$ cat config.mk
export PLATFORM = sky130hd
export DESIGN_NAME = sram_word_bridge
export DESIGN_NICKNAME = d
export VERILOG_FILES = /design/src/rtl/sram_word_bridge.sv
export SDC_FILE = /design/constraint.sdc
export NUM_CORES = 1
export LEC_CHECK = 0
export ABC_AREA = 0
export BUFFER_PORTS_ARGS = -buffer_cell sky130_fd_sc_hd__buf_4
export CAP_MARGIN = 20
export CELL_PAD_IN_SITES_DETAIL_PLACEMENT = 1
export CELL_PAD_IN_SITES_GLOBAL_PLACEMENT = 1
export CORE_ASPECT_RATIO = 0.6
export CORE_UTILIZATION = 40
export CTS_BUF_LIST = sky130_fd_sc_hd__clkbuf_4 sky130_fd_sc_hd__clkbuf_8 sky130_fd_sc_hd__clkbuf_16
export CTS_CLUSTER_DIAMETER = 40
export DETAILED_ROUTE_END_ITERATION = 8
export GPL_TIMING_DRIVEN = 0
export PLACE_DENSITY_LB_ADDON = 0.1
export SYNTH_ARGS = -nofsm -noshare
export SYNTH_HDL_FRONTEND = slang
export SYNTH_SLANG_ARGS = --single-unit
$ cat constraint.sdc
create_clock -name clk -period 3.4 [get_ports clk]
set_input_delay 1.02 -clock clk [delete_from_list [all_inputs] [get_ports clk]]
set_output_delay 1.02 -clock clk [all_outputs]
set_load 0.01 [all_outputs]
$ cat src/rtl/sram_word_bridge.sv
// sram_word_bridge: bridges a 32-bit valid/ready word bus onto an 8-bit
// synchronous SRAM. Each request runs as a sequence of byte cycles,
// with byte lanes in little-endian order.
//
// Optional feature macro: SRAM_WORD_BRIDGE_SKIP_EN.
//    When it is defined, writes issue only the strobed lanes, in ascending order.
//    When it is undefined, writes always walk all four lanes.
//
// Read timing, with cycle 0 as the accept cycle:
//    cycles 1-4  READ       issue bytes 0..3
//    cycle  5    READ_LAST  capture lane 3
//    cycle  6    DONE       mem_ready is high
// Write timing:
//    cycles 1-4  WRITE      issue the lanes
//    cycle  5    DONE       mem_ready is high
module sram_word_bridge #(
   parameter int ADDR_W = 13
) (
   input  logic              clk,
   input  logic              reset,
   input  logic              mem_valid,
   output logic              mem_ready,
   input  logic [31:0]       mem_addr,
   input  logic [31:0]       mem_wdata,
   input  logic [3:0]        mem_wstrb,
   output logic [31:0]       mem_rdata,
   output logic              sram_ce,
   output logic              sram_oce,
   output logic              sram_reset,
   output logic              sram_wre,
   output logic [ADDR_W-1:0] sram_ad,
   output logic [7:0]        sram_din,
   input  logic [7:0]        sram_dout
);

   localparam int WA_W = ADDR_W - 2;

   typedef enum logic [2:0] {
      IDLE      = 3'd0,
      READ      = 3'd1,
      READ_LAST = 3'd2,
      WRITE     = 3'd3,
      DONE      = 3'd4
   } state_t;

   // Lanes that a write actually issues for a given strobe pattern.
   function automatic logic [3:0] lane_mask(input logic [3:0] strb);
`ifdef SRAM_WORD_BRIDGE_SKIP_EN
      return strb;
`else
      // Every lane issues. A lane with a clear strobe still takes its cycle,
      // but it does so with sram_wre low.
      return strb | 4'b1111;
`endif
   endfunction

   // Returns the lowest enabled lane at or above 'from'.
   // Bit 2 of the result is set when no such lane exists.
   function automatic logic [2:0] next_lane(input logic [3:0] mask, input logic [2:0] from);
      logic [2:0] r;
      r = 3'd4;
      for (int k = 3; k >= 0; k--) begin
         if ((3'(k) >= from) && mask[k]) begin
            r = 3'(k);
         end
      end
      return r;
   endfunction

   state_t            state_q, state_d;
   logic [1:0]        i_q, i_d;
   logic [WA_W-1:0]   word_q, word_d;
   logic [31:0]       wdata_q, wdata_d;
   logic [3:0]        wstrb_q, wstrb_d;
   logic              ce_q, ce_d;
   logic              wre_q, wre_d;
   logic [ADDR_W-1:0] ad_q, ad_d;
   logic [7:0]        din_q, din_d;
   logic              ready_q, ready_d;
   logic [31:0]       rdata_q, rdata_d;
   logic [2:0]        nl_s;
   logic [1:0]        cap_s;
   logic              unused_addr_bits_s;

   // Only the word address bits reach the SRAM; the remaining bits are ignored.
   assign unused_addr_bits_s = ^{mem_addr[31:ADDR_W], mem_addr[1:0]};

   // Next-state and next-output logic. Outputs are precomputed here and then
   // registered, so that each byte cycle drives its own lane.
   always_comb begin
      state_d = state_q;
      i_d     = i_q;
      word_d  = word_q;
      wdata_d = wdata_q;
      wstrb_d = wstrb_q;
      ce_d    = 1'b0;
      wre_d   = 1'b0;
      ad_d    = ad_q;
      din_d   = din_q;
      ready_d = 1'b0;
      rdata_d = rdata_q;
      nl_s    = 3'd4;
      cap_s   = 2'd0;
      case (state_q)
         IDLE: begin
            i_d = 2'd0;
            if (mem_valid) begin
               word_d  = mem_addr[ADDR_W-1:2];
               wdata_d = mem_wdata;
               wstrb_d = mem_wstrb;
               if (mem_wstrb == 4'b0000) begin
                  state_d = READ;
                  ce_d    = 1'b1;
                  ad_d    = {mem_addr[ADDR_W-1:2], 2'd0};
               end else begin
                  nl_s    = next_lane(lane_mask(mem_wstrb), 3'd0);
                  state_d = WRITE;
                  i_d     = nl_s[1:0];
                  ce_d    = 1'b1;
                  wre_d   = mem_wstrb[nl_s[1:0]];
                  ad_d    = {mem_addr[ADDR_W-1:2], nl_s[1:0]};
                  din_d   = mem_wdata[{nl_s[1:0], 3'b000} +: 8];
               end
            end else begin
               state_d = IDLE;
            end
         end
         READ: begin
            // sram_dout carries the byte that was issued in the previous cycle.
            if (i_q != 2'd0) begin
               cap_s = i_q - 2'd1;
               rdata_d[{cap_s, 3'b000} +: 8] = sram_dout;
            end else begin
               cap_s = 2'd0;
            end
            if (i_q == 2'd3) begin
               state_d = READ_LAST;
            end else begin
               i_d  = i_q + 2'd1;
               ce_d = 1'b1;
               ad_d = {word_q, i_q + 2'd1};
            end
         end
         READ_LAST: begin
            rdata_d[31:24] = sram_dout;
            state_d        = DONE;
            ready_d        = 1'b1;
         end
         WRITE: begin
            nl_s = next_lane(lane_mask(wstrb_q), {1'b0, i_q} + 3'd1);
            if (nl_s[2]) begin
               state_d = DONE;
               ready_d = 1'b1;
            end else begin
               i_d   = nl_s[1:0];
               ce_d  = 1'b1;
               wre_d = wstrb_q[nl_s[1:0]];
               ad_d  = {word_q, nl_s[1:0]};
               din_d = wdata_q[{nl_s[1:0], 3'b000} +: 8];
            end
         end
         DONE: begin
            state_d = IDLE;
            i_d     = 2'd0;
         end
         default: begin
            state_d = IDLE;
            i_d     = 2'd0;
         end
      endcase
   end

   // State and registered-output flops, with synchronous reset.
   always_ff @(posedge clk) begin
      if (reset) begin
         state_q <= IDLE;
         i_q     <= 2'd0;
         word_q  <= '0;
         wdata_q <= 32'd0;
         wstrb_q <= 4'd0;
         ce_q    <= 1'b0;
         wre_q   <= 1'b0;
         ad_q    <= '0;
         din_q   <= 8'd0;
         ready_q <= 1'b0;
         rdata_q <= 32'd0;
      end else begin
         state_q <= state_d;
         i_q     <= i_d;
         word_q  <= word_d;
         wdata_q <= wdata_d;
         wstrb_q <= wstrb_d;
         ce_q    <= ce_d;
         wre_q   <= wre_d;
         ad_q    <= ad_d;
         din_q   <= din_d;
         ready_q <= ready_d;
         rdata_q <= rdata_d;
      end
   end

   // Reset gates the SRAM strobes at once. This means the byte being issued
   // when reset arrives is never written.
   assign sram_ce    = ce_q & ~reset;
   assign sram_wre   = wre_q & ~reset;
   assign sram_ad    = ad_q;
   assign sram_din   = din_q;
   assign sram_oce   = 1'b1;
   assign sram_reset = reset;
   assign mem_ready  = ready_q;
   assign mem_rdata  = rdata_q;

endmodule

==> results of run 1 <==
## kinds of logic after synthesis
family	Yosys count	share of synthesized area, %
adders and majority gates	6	1.69
buffers and inverters	46	4.88
AOI/OAI and AO/OA	110	15.3
xor gates and xnor gates	2	0.395
muxes	21	6.21
and+or+nand+nor	238	22.7
DFF	108	48.8
other	1	0.0846
## routing by layer
metal | vias to the layer above | part of all wire, % | wire (um)
li1 | 2032 | - | -
met1 | 2056 | 48 | 7110
met2 | 115 | 45 | 6570
met3 | 20 | 5.3 | 774
met4 | 0 | 1.6 | 239
met5 | - | 0 | 0
## cell usage after synthesis (all sizes together) (6+ instances only)
master,count
a211oi,6
a21oi,78
a311oi,15
buf,17
clkbuf,26
dfxtp,108
ha,6
mux2i,14
nand2,152
nand3,25
nor2,33
nor2b,7
## flip-flops by register name, summed over array words and instances (netlist names)
register   count
ce_q           1
i_q            2
mem_rdata     32
mem_ready      1
sram_ad       13
sram_din       8
state_q        3
wdata_q       32
word_q        11
wre_q          1
wstrb_q        4
## power groups by stage
stage	Combinational [uW]	Sequential, uW	Clock [uW]
after floorplan	353	1470	0
after global placement	611	1460	0
after detailed placement	633	1470	0
after CTS	640	1440	1060
after global routing	695	1450	1110
final	639	1440	1040
## worst paths after layout
kind	end	slack, ps	depth (start not counted)	from
worst max-delay path	sram_wre	390	4	reset
worst min-delay path	mem_rdata[18]$_SDFFE_PP0P_	460	2	mem_rdata[18]$_SDFFE_PP0P_
worst max register to register	mem_rdata[16]$_SDFFE_PP0P_	530	7	i_q[0]$_SDFFE_PP0P_
worst min register to register	mem_rdata[18]$_SDFFE_PP0P_	460	2	mem_rdata[18]$_SDFFE_PP0P_
## cell type report
type                    count  area share [%]
clock inverters             2           0.654
repair buffers            113            14.8
inverters                   3           0.196
well taps                 139            3.03
flip-flops and latches    108            37.7
multi-input cells         378            35.8
plain buffers              43            3.57
clock buffers              11            4.29
## cells in the final DEF, fill, tap and decap left out, types with 4 or more instances in the layout
cell type / n
nor2_1: 33
nand2b_1: 4
a21oi_1: 77
ha_1: 6
nor2b_1: 7
buf_4: 117
dfxtp_1: 108
nand2_1: 152
clkbuf_16: 9
clkbuf_1: 26
mux4_2: 5
nand3_1: 25
mux2i_1: 14
a211oi_1: 4
a311oi_1: 15
o21ai_0: 5
nor3_1: 4
buf_2: 11
## stage by stage
| stage | cells | util [%] | hold slack (ps) |
|---|---|---|---|
| CTS | 797 | 53.8 | 460 |
| floorplan | 532 | - | 432 |
| detailed placement | 784 | 51.1 | 450 |
| global route | 797 | 53.8 | 484 |
| finish | 797 | 53.8 | 458 |
| global placement | 784 | 51.1 | 442 |
## worst max-delay path, cell delays in order
cell and delay, ps:
clkbuf_1 320, clkbuf_1 390, nor2b_1 100, buf_4 170
==> flow_metrics.env, run 1 <==
export IMPL_outcome="finished, final reports clean"
export IMPL_pwr_share_seq_pct=46.2
export IMPL_n_fill_cell=1333
export IMPL_ir_drop_uv=252
export IMPL_tritoncts="yes"
export IMPL_setup_viol=0
export IMPL_grt_util_met2_pct=40.8
export IMPL_antenna_left=0
export IMPL_clock_fmax_mhz=332
export IMPL_drv_cap=0
export IMPL_min_path_type="register to register"
export IMPL_wl_um=14700
export IMPL_met1_usage_pct=37.3
export IMPL_viasPerCell=5.30
export IMPL_fin_area_mm2=0.00574
export IMPL_synth_cell_types=38
export IMPL_worstMarginPinSlew_ps=939
export IMPL_gp_congestion=0.794
export IMPL_synth_top_area_share_pct=48.8
export IMPL_p_sw_share_pct=28.7
export IMPL_area_growth_syn_to_layout_pct=29.5
export IMPL_avgSynthCellArea_um2=8.34
export IMPL_overflow=0
export IMPL_cts_resized=0
export IMPL_period_minus_slack_ps=3010
export IMPL_yosys_area_top_type="dfxtp_1"
export IMPL_multi_input_area_mm2=0.00206
export IMPL_place_area_mm2=0.00546
export IMPL_combPwrFrac_pct=20.4
export IMPL_synth_async_reset_ratio_pct=0
export IMPL_power_density_mw_per_mm2=545
export IMPL_clockPowerShare_pct=33.4
export IMPL_seq_area_mm2=0.00216
export IMPL_grt_pass1_wl_um=22900
export IMPL_coreArea_mm2=0.0107
export IMPL_synth_area_top_cells="dfxtp_1 49%, nand2_1 13%, a21oi_1 8.7%"
export IMPL_nets=741
export IMPL_clk_latency_ps=340
export IMPL_drt_wirelength_per_cell_um=18.4
export IMPL_met3_usage_pct=4.98
export IMPL_intPower_uw=2230
export IMPL_worst_slack_ps=387
export IMPL_critPathLaunchType="primary input"
export IMPL_firstDrtPassIters=4
export IMPL_drc=0
export IMPL_synth_nets=617
export IMPL_syn_inst=532
export IMPL_antenna_diode_count=0
export IMPL_skew_ps=6.35
export IMPL_critical_path_required_ps=2380
export IMPL_dieWidth_um=138
export IMPL_tns_ps=0
export IMPL_antenna_found_initial=0
export IMPL_rsz0062_at_grt="no"
export IMPL_p_leak_uw=0.00233
export IMPL_cp_data_arrival_time_ps=1990
export IMPL_hpwlAfterDp_um=10800
export IMPL_drive_above_1_share_pct=23.6
export IMPL_rows=29
export IMPL_post_route_period_util_pct=88.6
export IMPL_grt_total_usage_pct=26.4
export IMPL_clk_path_buf_depth=2
export IMPL_clk_pin_slew_ps=70
export IMPL_netlist_area_mm2=0.00443
export IMPL_pin_count=137
export IMPL_ctsRootBufferMaster="clkbuf_16"
export IMPL_drtIter0Drc=216
export IMPL_htreeDepth=3
export IMPL_yosysSeqAreaShare_pct=48.8
export IMPL_synth_ff_type="dfxtp_1"
export IMPL_place_ws_ps=397
export IMPL_grt_max_degree=16
export IMPL_power_uw=3130
export IMPL_post_cts_buffers=0
export IMPL_start_util_pct=41.6
export IMPL_drv_slew=0
export IMPL_critPathCaptureType="output port"
export IMPL_die_y_um=83.6
export IMPL_dr_total_vias=4223
export IMPL_yosys_warnings=0
export IMPL_p_switching_uw=898
export IMPL_numPortBuffers=113
export IMPL_synth_seq_cells=108
export IMPL_slew_headroom_pct=36.9
export IMPL_final_hold_viol_count=0
export IMPL_clock_sinks=108
export IMPL_top_usage_layer="met2"
export IMPL_path_max_fanout=10
export IMPL_dieArea_mm2=0.0115
export IMPL_worst_setup_path_type="primary input to output port"
export IMPL_cts_made_buffers=9
export IMPL_synth_edff_count=0
export IMPL_grt_pass1_vias=4336
export IMPL_cts_hold_buf=0
Power figures use the tool's default switching activity.
==> run 2, diff against run 1 <==
CORE_UTILIZATION = 41   (was 40)
CTS_BUF_LIST = sky130_fd_sc_hd__clkbuf_4   (was sky130_fd_sc_hd__clkbuf_4 sky130_fd_sc_hd__clkbuf_8 sky130_fd_sc_hd__clkbuf_16)
==> run 2 against run 1 <==
  * First-iteration DRC count grew 8.3%
  * Clock power shrank 37%
  * Sequential share of layout area grew 1.0 points
  * Maximum frequency grew 0.40%
  * Global-route usage shrank 1.1 points
  * Clock skew grew 3.0 ps
  * Setup slack gained 12 ps
  * Total power shrank 13%
  * Via count shrank 1.7%
  * Worst hold slack gained 8.4 ps
  * Routed wire length shrank 4.4%
  * Register-to-register slack gained 150 ps
  * Highest routed layer unchanged
==> flow_metrics.env, run 2 (synthesis gave the netlist of run 1 again) <==
export IMPL_hold_ws_ps=467
export IMPL_drv_slew=0
export IMPL_rsz0062_at_grt="no"
export IMPL_drt_wirelength_per_cell_um=17.6
export IMPL_setup_viol=0
export IMPL_dieWidth_um=136
export IMPL_slew_headroom_pct=43.9
export IMPL_dieArea_mm2=0.0112
export IMPL_final_util_pct=54.8
export IMPL_area_growth_syn_to_layout_pct=26.0
export IMPL_dr_total_vias=4150
export IMPL_drtIter0Drc=234
export IMPL_drc=0
export IMPL_ctsRootBufferMaster="clkbuf_4"
export IMPL_clock_sinks=108
export IMPL_power_density_mw_per_mm2=490
export IMPL_critical_path_required_ps=2380
export IMPL_grt_pass1_vias=4066
export IMPL_start_util_pct=43.5
export IMPL_drive_above_1_share_pct=23.6
export IMPL_die_y_um=82.6
export IMPL_post_route_period_util_pct=88.3
export IMPL_ir_drop_uv=241
export IMPL_clk_latency_ps=460
export IMPL_clk_pin_slew_ps=150
export IMPL_firstDrtPassIters=4
export IMPL_grt_pass1_wl_um=21200
export IMPL_cts_hold_buf=0
export IMPL_gp_congestion=0.789
export IMPL_period_minus_slack_ps=3000
export IMPL_critPathLaunchType="primary input"
export IMPL_fin_area_mm2=0.00559
export IMPL_outcome="finished, final reports clean"
export IMPL_hold_start="wdata_q[15]$_SDFFE_PP0P_"
export IMPL_wl_um=14000
export IMPL_min_path_type="register to register"
export IMPL_nets=741
export IMPL_numPortBuffers=113
export IMPL_critPathCaptureType="output port"
export IMPL_final_hold_viol_count=0
export IMPL_viasPerCell=5.21
export IMPL_hpwlAfterDp_um=10700
export IMPL_final_common_cell="nand2_1"
export IMPL_clk_path_buf_depth=2
export IMPL_rr_worst_depth=7
export IMPL_place_area_mm2=0.00545
export IMPL_cts_resized=0
export IMPL_whs_endpoint="wdata_q[15]$_SDFFE_PP0P_"
export IMPL_rows=28
export IMPL_coreArea_mm2=0.0102
export IMPL_cts_made_buffers=9
export IMPL_antenna_found_initial=0
export IMPL_skew_ps=9.32
export IMPL_drv_cap=0
export IMPL_worstMarginPinSlew_ps=835
export IMPL_post_cts_buffers=0
export IMPL_rr_startpoint="i_q[0]$_SDFFE_PP0P_"
export IMPL_multi_input_area_mm2=0.00206
export IMPL_cp_data_arrival_time_ps=1980
export IMPL_worst_setup_path_type="primary input to output port"
export IMPL_overflow=0
export IMPL_antenna_diode_count=0
export IMPL_grt_max_degree=16
export IMPL_hold_path_depth=2
export IMPL_layout_common_cells="152 x nand2_1, 117 x buf_4, 108 x dfxtp_1"
export IMPL_seq_area_mm2=0.00216
export IMPL_clock_fmax_mhz=333
export IMPL_htreeDepth=3
export IMPL_tritoncts="yes"
export IMPL_rrSetupSlack_ps=680
export IMPL_path_max_fanout=10
export IMPL_tns_ps=0
export IMPL_grt_total_usage_pct=25.3
export IMPL_p_leak_uw=0.00227
export IMPL_antenna_left=0
export IMPL_pin_count=137
export IMPL_r2r_end="mem_rdata[23]$_SDFFE_PP0P_"
export IMPL_n_fill_cell=1241
-- run 2: metrics by stage --
step                cells  power [uW]  setup slack [ps]
CTS                   796        2750               383
floorplan             532        1820               747
global route          796        2860               313
detailed placement    780        2100               386
finish                796        2740               399
global placement      780        2070               364
-- run 2: power breakdown --
| part | switching (uW) | internal, uW |
|---|---|---|
| clock | 404 | 254 |
| sequential | 68.4 | 1370 |
| combinational | 366 | 268 |
| total | 838 | 1900 |
-- run 2: metal layers --
layer	up-vias	part of all wire, %	track usage, %
li1	2043	-	-
met1	1997	50	34.8
met2	101	44	40.6
met3	9	5.2	5.31
met4	0	0.83	6.33
met5	-	0	0
-- run 2: critical path, stage by stage --
cell and delay, ps:
clkbuf_1 290, clkbuf_1 400, nor2b_1 110, buf_4 160
-- run 2: how the worst max path moves through the flow --
stage               startpoint       end  slack [ps]  depth (start not counted)
finish                   reset  sram_wre         400                          4
global route             reset  sram_wre         310                          4
CTS                      reset  sram_wre         380                          4
floorplan                reset   sram_ce         750                          3
detailed placement       reset  sram_wre         390                          4
global placement         reset  sram_wre         360                          4
-- run 2: layout make-up --
| class | instances | share of cell area, % |
|---|---|---|
| Buffer | 43 | 3.67 |
| Clock buffer | 13 | 1.75 |
| Clock inverter | 3 | 0.672 |
| Inverter | 3 | 0.202 |
| Multi-Input combinational cell | 378 | 36.8 |
| Sequential cell | 108 | 38.7 |
| Tap cell | 135 | 3.02 |
| Timing Repair Buffer | 113 | 15.2 |
==> run 3, diff against run 2 <==
CORE_MARGIN = 2   (was default)
==> run 3 against run 2 <==
  * Global-route usage shrank 0.99 points
  * Critical path depth unchanged
  * Highest routed layer unchanged
  * Core utilization shrank 2.0 points
  * Largest cell class unchanged
  * Die area is 3.9% higher
  * Sequential share of layout area grew 0.096 points
  * Worst hold slack barely moved
==> flow_metrics.env, run 3 (synthesis gave the netlist of run 1 again) <==
export IMPL_met1_usage_pct=34.0
export IMPL_layout_common_cells="152 x nand2_1, 117 x buf_4, 108 x dfxtp_1"
export IMPL_drv_cap=0
export IMPL_cts_resized=0
export IMPL_grt_util_met2_pct=39.3
export IMPL_r2r_end="mem_rdata[17]$_SDFFE_PP0P_"
export IMPL_final_common_cell="nand2_1"
export IMPL_antenna_diode_count=0
export IMPL_firstDrtPassIters=5
export IMPL_coreArea_mm2=0.0106
export IMPL_seq_area_mm2=0.00216
export IMPL_clk_latency_ps=460
export IMPL_drtIter0Drc=244
export IMPL_path_cells="clkbuf_1 > clkbuf_1 > nor2b_1 > buf_4"
export IMPL_min_path_type="register to register"
export IMPL_path_buf_inv=3
export IMPL_grt_pass1_wl_um=22300
export IMPL_post_route_period_util_pct=89.0
export IMPL_hold_path_depth=2
export IMPL_place_area_mm2=0.00546
export IMPL_start_util_pct=42.0
export IMPL_critical_path_top_delay_family="buffers and inverters"
export IMPL_critPathCaptureType="output port"
export IMPL_tritoncts="yes"
export IMPL_power_density_mw_per_mm2=484
export IMPL_critical_path_required_ps=2380
export IMPL_ir_drop_uv=185
export IMPL_overflow=0
export IMPL_fin_area_mm2=0.00557
export IMPL_rsz0062_at_grt="no"
export IMPL_whs_endpoint="word_q[5]$_SDFFE_PP0P_"
export IMPL_cp_data_arrival_time_ps=2010
export IMPL_clk_pin_slew_ps=150
export IMPL_period_minus_slack_ps=3030
export IMPL_cts_hold_buf=0
export IMPL_hpwlAfterDp_um=10700
export IMPL_tns_ps=0
export IMPL_drt_wirelength_per_cell_um=17.6
export IMPL_rrSetupSlack_ps=720
export IMPL_rr_startpoint="i_q[0]$_SDFFE_PP0P_"
export IMPL_clock_fmax_mhz=330
export IMPL_htreeDepth=3
export IMPL_clk_path_buf_depth=2
export IMPL_setup_viol=0
export IMPL_cts_made_buffers=9
export IMPL_cpMaxStageDelayCell="clkbuf_1"
export IMPL_drv_slew=0
export IMPL_viasPerCell=5.20
export IMPL_final_hold_viol_count=0
export IMPL_dieWidth_um=138
export IMPL_top_usage_layer="met2"
export IMPL_dr_total_vias=4146
export IMPL_antenna_left=0
export IMPL_numPortBuffers=113
export IMPL_critPathMaxStageDelay_ps=410
export IMPL_hold_start="word_q[5]$_SDFFE_PP0P_"
export IMPL_grt_total_usage_pct=24.3
export IMPL_rr_worst_depth=7
export IMPL_grt_max_degree=16
export IMPL_skew_ps=15.7
export IMPL_worstMarginPinSlew_ps=935
export IMPL_nets=741
export IMPL_grt_pass1_vias=4232
export IMPL_gp_congestion=0.820
export IMPL_ctsRootBufferMaster="clkbuf_4"
export IMPL_p_leak_uw=0.00225
export IMPL_antenna_found_initial=0
export IMPL_critPathLaunchType="primary input"
export IMPL_drc=0
export IMPL_multi_input_area_mm2=0.00206
export IMPL_slew_headroom_pct=37.2
export IMPL_clock_sinks=108
export IMPL_outcome="finished, final reports clean"
export IMPL_drive_above_1_share_pct=23.4
export IMPL_pin_count=137
export IMPL_area_growth_syn_to_layout_pct=25.7
export IMPL_cpMostUsedCell="clkbuf_1"
export IMPL_rows=29
export IMPL_dieArea_mm2=0.0117
export IMPL_n_fill_cell=1314
export IMPL_die_y_um=84.6
export IMPL_path_max_fanout=10
export IMPL_worst_setup_path_type="primary input to output port"
export IMPL_post_cts_buffers=0
export IMPL_wl_um=14000
export IMPL_met3_usage_pct=5.99
-- run 3: cell types whose count changed in the layout (fill, tap and decap cells not counted), sizes merged --
cell	delta
clkinv	-1
clkinvlp	+1
clkbuf	-3
-- run 3: per-layer routing --
metal | wire, um | part of all wire [%]
met2 | 6330 | 45
met3 | 1060 | 7.6
met1 | 6540 | 47
met4 | 63 | 0.45
met5 | 0 | 0
-- run 3: final cells by class --
cell class / count / area share (%)
clock buffers: 10 / 1.35
flip-flops and latches: 108 / 38.8
well taps: 139 / 3.12
clock inverters: 3 / 0.741
multi-input cells: 378 / 36.9
plain buffers: 43 / 3.68
repair buffers: 113 / 15.2
inverters: 3 / 0.202
-- run 3: worst max-delay path by stage --
stage                      from        to  slack (ps)  cells after the start
after floorplan           reset   sram_ce         750                      3
after global placement    reset  sram_wre         360                      4
after detailed placement  reset  sram_wre         370                      4
after CTS                 reset  sram_wre         370                      4
after global routing      reset  sram_wre         270                      4
final                     reset  sram_wre         370                      4
-- run 3: through the flow --
stage	util [%]	total power, uW	hold slack (ps)	cells	worst slack (ps)
finish	52.8	2700	467	797	374
global route	52.8	2840	485	797	266
CTS	52.8	2710	470	797	365
detailed placement	51.7	2100	449	784	372
global placement	51.7	2080	440	784	355
floorplan	-	1820	432	532	747
-- run 3: worst reg2reg max path: stages (launching register included) --
cell	delay, ps
dfxtp_1	570
inv_1	200
ha_1	320
buf_2	210
clkbuf_1	270
nor3_1	720
nand3_1	160
a21oi_1	180
-- run 3: power breakdown --
part | switching, uW | internal, uW
Combinational | 363 | 268
Clock | 403 | 219
Sequential | 67.3 | 1370
Total | 834 | 1860
